`config.mk`:
```
export PLATFORM = sky130hd
export DESIGN_NAME = fetch_hazard_ctrl
export DESIGN_NICKNAME = d
export VERILOG_FILES = /design/src/rtl/pipe_ctrl_pkg.sv /design/src/rtl/load_use_detect.sv /design/src/rtl/fetch_hazard_ctrl.sv
export SDC_FILE = /design/constraint.sdc
export NUM_CORES = 1
export LEC_CHECK = 0
export ABC_AREA = 1
export BUFFER_PORTS_ARGS = -buffer_cell sky130_fd_sc_hd__clkbuf_2
export CAP_MARGIN = 10
export CORE_MARGIN = 10
export CORE_UTILIZATION = 51
export DETAILED_ROUTE_END_ITERATION = 10
export PLACE_DENSITY = 0.84
export SLEW_MARGIN = 25
export SYNTH_ARGS = -nofsm -noshare
export SYNTH_HDL_FRONTEND = slang
export SYNTH_SLANG_ARGS = --single-unit
```
`constraint.sdc`:
```
create_clock -name clk -period 2.7 [get_ports clk]
set_input_delay 0.54 -clock clk [delete_from_list [all_inputs] [get_ports clk]]
set_output_delay 0.54 -clock clk [all_outputs]
set_load 0.01 [all_outputs]
```
`src/rtl/pipe_ctrl_pkg.sv`:
```
// pipe_ctrl_pkg: shared pipeline-control types and constants (state encoding, NOP, register index width)
package pipe_ctrl_pkg;
  localparam int REG_W = 5;
  localparam logic [31:0] NOP_INSTR = 32'h0000_0000;
  typedef enum logic [1:0] {
    RUN    = 2'd0,
    FLUSH  = 2'd1,
    LSTALL = 2'd2
  } state_t;
endpackage

```
`src/rtl/load_use_detect.sv`:
```
// load_use_detect: combinational load-use hit; in load_dec/load_rd/rs1/rs2/use_rs1/use_rs2, out rd_hit
module load_use_detect
  import pipe_ctrl_pkg::*;
(
  input  logic             load_dec,
  input  logic [REG_W-1:0] load_rd,
  input  logic [REG_W-1:0] rs1,
  input  logic [REG_W-1:0] rs2,
  input  logic             use_rs1,
  input  logic             use_rs2,
  output logic             rd_hit
);
  assign rd_hit = load_dec && (load_rd != '0) &&
                  ((use_rs1 && rs1 == load_rd) || (use_rs2 && rs2 == load_rd));
endmodule

```
`src/rtl/fetch_hazard_ctrl.sv`:
```
// fetch_hazard_ctrl: stall/flush sequencer; in clk/rst(async low)/jal/jalr/branch_taken/load_dec/load_rd/fe_rs1/fe_rs2/fe_use_rs1/fe_use_rs2/mem_wait, out pc_en/redirect/fe_hold/fe_flush/de_bubble/busy/stall_cnt
module fetch_hazard_ctrl
  import pipe_ctrl_pkg::*;
#(
  parameter int FLUSH_CYCLES      = 3,
  parameter int LOAD_STALL_CYCLES = 1,
  parameter int CNT_W             = 32
) (
  input  logic             clk,
  input  logic             rst,
  input  logic             jal,
  input  logic             jalr,
  input  logic             branch_taken,
  input  logic             load_dec,
  input  logic [REG_W-1:0] load_rd,
  input  logic [REG_W-1:0] fe_rs1,
  input  logic [REG_W-1:0] fe_rs2,
  input  logic             fe_use_rs1,
  input  logic             fe_use_rs2,
  input  logic             mem_wait,
  output logic             pc_en,
  output logic             redirect,
  output logic             fe_hold,
  output logic             fe_flush,
  output logic             de_bubble,
  output logic             busy,
  output logic [CNT_W-1:0] stall_cnt
);
  localparam logic [3:0] FL_INIT = (FLUSH_CYCLES > 1) ? 4'(FLUSH_CYCLES - 2) : 4'd0;
  localparam logic [3:0] LS_INIT = (LOAD_STALL_CYCLES > 1) ? 4'(LOAD_STALL_CYCLES - 2) : 4'd0;
  localparam state_t FL_NEXT = (FLUSH_CYCLES > 1) ? FLUSH : RUN;
  localparam state_t LS_NEXT = (LOAD_STALL_CYCLES > 1) ? LSTALL : RUN;
  state_t state, state_n;
  logic [3:0] cnt, cnt_n;
  logic rd_hit, redir;
  assign redir = jal | jalr | branch_taken;
  assign busy = state != RUN;
  load_use_detect u_lud (
    .load_dec(load_dec),
    .load_rd (load_rd),
    .rs1     (fe_rs1),
    .rs2     (fe_rs2),
    .use_rs1 (fe_use_rs1),
    .use_rs2 (fe_use_rs2),
    .rd_hit  (rd_hit)
  );
  always_comb begin
    pc_en = 1'b1;
    redirect = 1'b0;
    fe_hold = 1'b0;
    fe_flush = 1'b0;
    de_bubble = 1'b0;
    state_n = state;
    cnt_n = cnt;
    if (!rst) begin
      pc_en = 1'b0;
      fe_flush = 1'b1;
      de_bubble = 1'b1;
    end else if (mem_wait) begin
      pc_en = 1'b0;
      fe_hold = 1'b1;
    end else if (redir) begin
      redirect = 1'b1;
      fe_flush = 1'b1;
      state_n = FL_NEXT;
      cnt_n = FL_INIT;
    end else if (state != RUN) begin
      pc_en = state == FLUSH;
      fe_flush = state == FLUSH;
      fe_hold = state != FLUSH;
      de_bubble = state != FLUSH;
      state_n = (cnt == 4'd0) ? RUN : state;
      cnt_n = (cnt == 4'd0) ? cnt : cnt - 4'd1;
    end else if (rd_hit) begin
      pc_en = 1'b0;
      fe_hold = 1'b1;
      de_bubble = 1'b1;
      state_n = LS_NEXT;
      cnt_n = LS_INIT;
    end
  end
  always_ff @(posedge clk or negedge rst) begin
    if (!rst) begin
      state <= RUN;
      cnt <= 4'd0;
      stall_cnt <= '0;
    end else begin
      state <= state_n;
      cnt <= cnt_n;
      stall_cnt <= stall_cnt + CNT_W'(!pc_en);
    end
  end
endmodule

```
==> results of run 1 <==
## logic make-up (layout without fill, tap and decap cells)
family / count (synthesis) / count (layout) / share of synthesized area
buf+inv: 37 / 109 / 0.0660
fa+ha+maj: 4 / 4 / 0.0238
simple gates: 150 / 150 / 0.324
compound gates: 7 / 7 / 0.0167
flops: 37 / 37 / 0.440
xor+xnor: 31 / 31 / 0.129
## final cells by class
type | instances | share of cell area
clock buffer | 8 | 0.0311
timing repair buffer | 64 | 0.127
sequential | 37 | 0.360
multi-input combinational | 192 | 0.404
inverter | 37 | 0.0540
tap | 50 | 0.0243
## power breakdown
part	internal (uW)	total, uW	switching (uW)	leakage, uW
Sequential	624	693	69.3	0.000474
Combinational	132	325	193	0.000944
Clock	183	367	184	0.0000395
## worst reg2reg max path, stage by stage (launching register included)
cell	delay, ns
dfrtp_1	0.40
inv_1	0.08
nand2_1	0.05
inv_1	0.09
nand3_1	0.11
nand2_1	0.10
ha_1	0.17
ha_1	0.19
nand3_2	0.14
nor2_4	0.17
nand3_4	0.11
nor2_4	0.16
nand2_4	0.08
nor2_2	0.10
xor2_1	0.15
## cell usage after synthesis, drive strengths merged
master and n:
xnor2 11, xor2 20, nor3 13, ha 4, nor2 34, nor4 1, a21oi 1, o21ai 6
nand2 78, inv 37, nand3 17, nand4 6, nand3b 1, dfrtp 37
## flip-flops by register name, summed over array words and instances (netlist names)
signal	flops
cnt	4
state	1
stall_cnt	32
## per-layer routing
layer  part of all wire  vias to the layer above
li1                   -                      975
met1               0.42                      890
met2               0.49                       48
met3              0.073                        5
met4              0.016                        0
met5                  0                        -
## stage by stage
step	power, uW	cells	hold slack [ns]	worst slack, ns
after floorplan	886	266	0.244	0.251
after global placement	1030	380	0.480	0.0853
after detailed placement	1030	380	0.482	0.00982
after CTS	1410	388	0.365	0.320
after global routing	1490	388	0.396	0.0614
final	1390	388	0.345	0.340
## worst max path at each step
stage	startpoint	slack, ns	depth (start not counted)	endpoint
finish	load_rd[1]	0.34	18	stall_cnt[28]
global route	load_rd[1]	0.06	18	stall_cnt[26]
CTS	load_rd[1]	0.32	18	stall_cnt[28]
detailed placement	load_rd[1]	0.01	18	stall_cnt[28]
global placement	load_rd[1]	0.09	18	stall_cnt[26]
floorplan	jalr	0.25	14	stall_cnt[26]
## layout by cell type, fill, tap and decap left out
master | netlist | final
nand2_1 | 77 | 77
clkbuf_2 | 0 | 61
inv_1 | 37 | 37
dfrtp_1 | 37 | 37
nor2_1 | 28 | 28
xor2_1 | 20 | 20
nand3_1 | 15 | 15
nor3_1 | 11 | 11
xnor2_1 | 11 | 11
nand4_1 | 6 | 6
o21ai_0 | 6 | 6
clkbuf_8 | 0 | 5
nor2_2 | 4 | 4
ha_1 | 4 | 4
clkbuf_1 | 0 | 3
buf_4 | 0 | 3
nor3_2 | 2 | 2
nor2_4 | 2 | 2
nor4_1 | 1 | 1
nand3b_1 | 1 | 1
nand3_2 | 1 | 1
nand3_4 | 1 | 1
nand2_4 | 1 | 1
a21oi_1 | 1 | 1
==> flow_metrics.tcl, run 1 <==
set metrics [dict create \
    avgRoutedWirePerCell_um 13.2 \
    htree_num_levels 2 \
    cp_max_fo 4 \
    num-nets-final 365 \
    busiest_layer "met2" \
    synthCells 266 \
    start_kind "input pin" \
    timing.rr.start "state[0]" \
    finalCriticalPeriod_ns 2.36 \
    slowest_delay_ns 0.19 \
    fin_util 0.643 \
    grt_max_degree 40 \
    die_h_um 84.2 \
    synth_cell_types 20 \
    clockBufferDepth 2 \
    drcViolationCount 0 \
    max_slew_margin 0.694 \
    synth-seq-cells 37 \
    io_buffers 61 \
    fp-row-count 23 \
    worstSetupEndpointType "register" \
    gp_congestion 0.859 \
    die_w_um 84.2 \
    p_per_area_nw_per_um2 538 \
    drive_above_1_share 0.237 \
    setup_tns_ns 0 \
    critPathBufInv 2 \
    status "finished, final reports clean" \
    slowest_stage "ha_1" \
    cts.repair.resized 0 \
    synth_largest_area_cell "dfrtp_1" \
    worst_pin_slew_ns 0.459 \
    finClkSkew_ns 0.00375 \
    antenna_found_initial 0 \
    grt_pass1_vias 1893 \
    clk_latency_ns 0.29 \
    num_vias 1918 \
    reg2reg_slack_ns 0.51 \
    grt_overflow_total 0 \
    yosys_warnings 0 \
    path_class "input pin to register" \
    critical_path.most_common_cell "nand2_1" \
    r2r-end "stall_cnt[28]" \
    use_met2 0.243 \
    synth.area.top_cells "dfrtp_1 44%, nand2_1 14%, xor2_1 8.3%" \
    dieArea_sq_um 7090 \
    synth.top_cell.area_share 0.440 \
    ctsHoldBuffers 0 \
    synth_area_sq_um 2100 \
    cts_tree "done" \
    viasPerCell 4.94 \
    hpwl_um 4190 \
    total_leakage_power_uw 0.00146 \
    grt_pass1_wl_um 8670 \
    fmax_mhz 424 \
    pin_count 62 \
    cts.root.buffer_cell "clkbuf_8" \
    cts_setup_buffers 0 \
    multiInputGateArea_sq_um 1040 \
    regArea_sq_um 926 \
    r2r_cells 14 \
    placed_area_sq_um 2490 \
    dr.pass1.iters 4 \
    worstHoldPathType "input pin to asynchronous set/reset pin" \
    antennaDiodeCount 0 \
    path_cells "clkbuf_2, inv_1, nand2_1, nand2_1, nor2_1, nand3_1, nand2_1, nand3_1, nand2_1, ha_1, ha_1, nand3_2, nor2_4, nand3_4, nor2_4, nand2_4, nor2_2, xor2_1" \
    path_clk_slew_ns 0.07 \
    use_met1 0.169 \
    rsz0062_at_grt "no" \
    numCtsBuffers 5 \
    syn_to_final_growth_pct 22.4 \
    start_util 0.526 \
    postSynthNetCount 294 \
    synth.yosys.seq_area_share 0.440 \
    clkSinkCount 37 \
    drt-initial-drc-count 117 \
    wirelength_um 5120 \
    ant_nets 0 \
    period_share 0.874 \
    slew_viol_final 0 \
    coreArea_sq_um 4000 \
    drv_cap 0 \
    critPathRequiredTime_ns 2.92 \
    fillCellCount 357 \
    grt_use_met3 0.0560 \
    stdcell_area_sq_um 2570 \
    syn_area_per_cell_sq_um 7.91 \
    max-vdd-ir-drop_mv 0.409 \
    finalSetupViolations 0 \
    worstPathArrival_ns 2.58 \
    crit_family "simple AND/OR/NAND/NOR gates" \
    grt_use_total 0.148 \
    hold_viol 0 \
]
Power figures use the tool's default switching activity.
==> inputs of run 2 (changes only) <==
--- a/config.mk
+++ b/config.mk
@@ -5,7 +5,6 @@
 export SDC_FILE = /design/constraint.sdc
 export NUM_CORES = 1
 export LEC_CHECK = 0
-export ABC_AREA = 1
 export BUFFER_PORTS_ARGS = -buffer_cell sky130_fd_sc_hd__clkbuf_2
 export CAP_MARGIN = 10
 export CORE_MARGIN = 10
==> flow_metrics.tcl, run 2 <==
set metrics [dict create \
    top_register "stall_cnt" \
    worst_pin_slew_ns 0.556 \
    synth-async-reset-ratio 1.00 \
    max-vdd-ir-drop_mv 0.511 \
    syn_area_per_cell_sq_um 10.6 \
    fillCellCount 318 \
    worstPathArrival_ns 2.66 \
    synthMostInstantiatedCell "dfrtp_1" \
    coreArea_sq_um 3970 \
    synth.area.top_cells "dfrtp_1 45%, xnor2_1 14%, nand4_1 4.2%" \
    synthCells 195 \
    clk_latency_ns 0.29 \
    worstHoldPathType "input pin to asynchronous set/reset pin" \
    num_vias 1825 \
    reg2reg_slack_ns 0.50 \
    pin_count 62 \
    path_class "input pin to register" \
    r2r_cells 7 \
    fp-row-count 23 \
    path_clk_slew_ns 0.07 \
    hpwl_um 4100 \
    critical_path.most_common_cell "ha_1" \
    antenna_found_initial 0 \
    cts.root.buffer_cell "clkbuf_8" \
    holdWs_ns 0.207 \
    finalSetupViolations 0 \
    synth.yosys.seq_area_share 0.446 \
    status "finished, final reports clean" \
    syn_to_final_growth_pct 28.6 \
    avgRoutedWirePerCell_um 16.1 \
    largest_reg_flops 32 \
    final_cell_mix "61 x clkbuf_2, 37 x dfrtp_1, 34 x xnor2_1" \
    cp_max_fo 3 \
    timing.rr.start "state[0]" \
    synth-seq-cells 37 \
    finClkSkew_ns 0.00599 \
    period_share 0.918 \
    synth_area_sq_um 2070 \
    ctsHoldBuffers 0 \
    reg_top3 "stall_cnt: 32 flops, cnt: 4 flops, state: 1 flops" \
    worstSetupEndpointType "register" \
    synth_ff_type "dfrtp_1" \
    slowest_stage "or4_1" \
    grt_overflow_total 0 \
    synth_common_cells "37 x dfrtp_1, 34 x xnor2_1, 14 x nand2_1, 14 x nand3_1, 14 x nand4_1" \
    wirelength_um 5270 \
    synth_largest_area_cell "dfrtp_1" \
    slowest_delay_ns 0.55 \
    rsz0062_at_grt "no" \
    dieArea_sq_um 7020 \
    path_cells "clkbuf_2, or4_1, o21a_1, a31o_2, ha_1, ha_1, inv_1, nor2_1, and3_1, xor2_1" \
    grt_max_degree 32 \
    ant_nets 0 \
    gp_congestion 0.848 \
    clkSinkCount 37 \
    max_slew_margin 0.629 \
    drt-initial-drc-count 154 \
    drv_cap 0 \
    num-nets-final 304 \
    start_kind "input pin" \
    r2r-end "stall_cnt[21]" \
    antennaDiodeCount 0 \
    slew_viol_final 0 \
    grt_use_total 0.152 \
    postSynthNetCount 223 \
    grt_pass1_vias 1836 \
    cts_tree "done" \
    yosys_warnings 0 \
    die_w_um 83.8 \
    numCtsBuffers 5 \
    viasPerCell 5.58 \
    critPathRequiredTime_ns 2.88 \
    cts_setup_buffers 0 \
    htree_num_levels 2 \
    die_h_um 83.8 \
    fin_util 0.672 \
    drcViolationCount 0 \
    io_buffers 61 \
    grt_pass1_wl_um 8960 \
    hold_viol 0 \
    clockBufferDepth 2 \
    synth_edf_count 0 \
    synth.top_cell.area_share 0.446 \
    critPathBufInv 2 \
    setup_tns_ns 0 \
    dr.pass1.iters 4 \
    finalCriticalPeriod_ns 2.48 \
    final_common_cell "clkbuf_2" \
    synth_cell_types 41 \
    fmax_mhz 403 \
    start_util 0.522 \
    drive_above_1_share 0.347 \
    crit_family "simple AND/OR/NAND/NOR gates" \
    p_per_area_nw_per_um2 579 \
    total_leakage_power_uw 0.00125 \
]
==> run 2: cell count changes in the layout (fill, tap and decap cells not counted), moves of 4 or more <==
| cell | delta |
|---|---|
| and3_1 | +5 |
| buf_4 | +11 |
| inv_1 | -33 |
| nand2_1 | -63 |
| nand4_1 | +8 |
| nor2_1 | -20 |
| nor2_2 | -4 |
| xnor2_1 | +23 |
| xor2_1 | -14 |
==> run 2: kinds of logic after synthesis <==
| logic type | count (synthesis) | synth area share |
|---|---|---|
| AO/OA/AOI/OAI | 23 | 0.0832 |
| AND/OR/NAND/NOR | 84 | 0.259 |
| XOR/XNOR | 40 | 0.169 |
| flip-flops | 37 | 0.446 |
| adder cells (fa/ha/maj) | 4 | 0.0241 |
| multiplexers | 2 | 0.00965 |
| buffers and inverters | 5 | 0.00904 |
==> run 2: area by class of cell <==
type	instances	area, sq um	area share
sequential	37	926	0.347
multi-input combinational	153	1130	0.425
clock inverter	2	37.5	0.0141
timing repair buffer	75	410	0.154
tap	50	62.6	0.0234
inverter	4	15.0	0.00563
clock buffer	6	82.6	0.0309
==> run 2: how the worst max path moves through the flow <==
stage	start	end	cells past startpoint
floorplan	jalr	stall_cnt[30]	9
global placement	load_rd[0]	stall_cnt[8]	10
detailed placement	load_rd[1]	stall_cnt[19]	10
CTS	load_rd[1]	stall_cnt[18]	11
global route	load_rd[1]	stall_cnt[19]	10
finish	load_rd[0]	stall_cnt[8]	10
==> run 2: power breakdown <==
part	switching, uW	internal (uW)
combinational	189	160
sequential	87.8	611
clock	198	300
total	474	1070
==> run 2: per-layer routing <==
layer | GRT usage | share of wire
met5 | 0 | 0
met4 | 0.0578 | 0.025
met1 | 0.181 | 0.40
met2 | 0.252 | 0.52
met3 | 0.0410 | 0.053
==> run 2: through the flow <==
stage / area, sq um / instances / setup slack, ns / power, uW
2_1_floorplan: 2070 / 195 / 0.0625 / 878
3_3_place_gp: 2540 / 319 / -0.0563 / 1050
3_5_place_dp: 2540 / 319 / -0.0732 / 1060
4_1_cts: 2660 / 327 / 0.212 / 1560
5_1_grt: 2670 / 327 / 0.00464 / 1630
6_report: 2670 / 327 / 0.221 / 1550
==> run 2: repair_timing <==
item,CTS,global route
resized for setup,0,1
setup endpoints to repair,0,9
endpoints found under the hold margin,0,0
==> run 2: worst reg2reg max path, stage by stage, from the launching register on <==
cell     delay [ns]
dfrtp_1        0.48
nor2_1         0.20
a31o_2         0.17
ha_1           0.19
nand2_1        0.18
nor4_4         0.51
nand4_1        0.20
xnor2_1        0.16
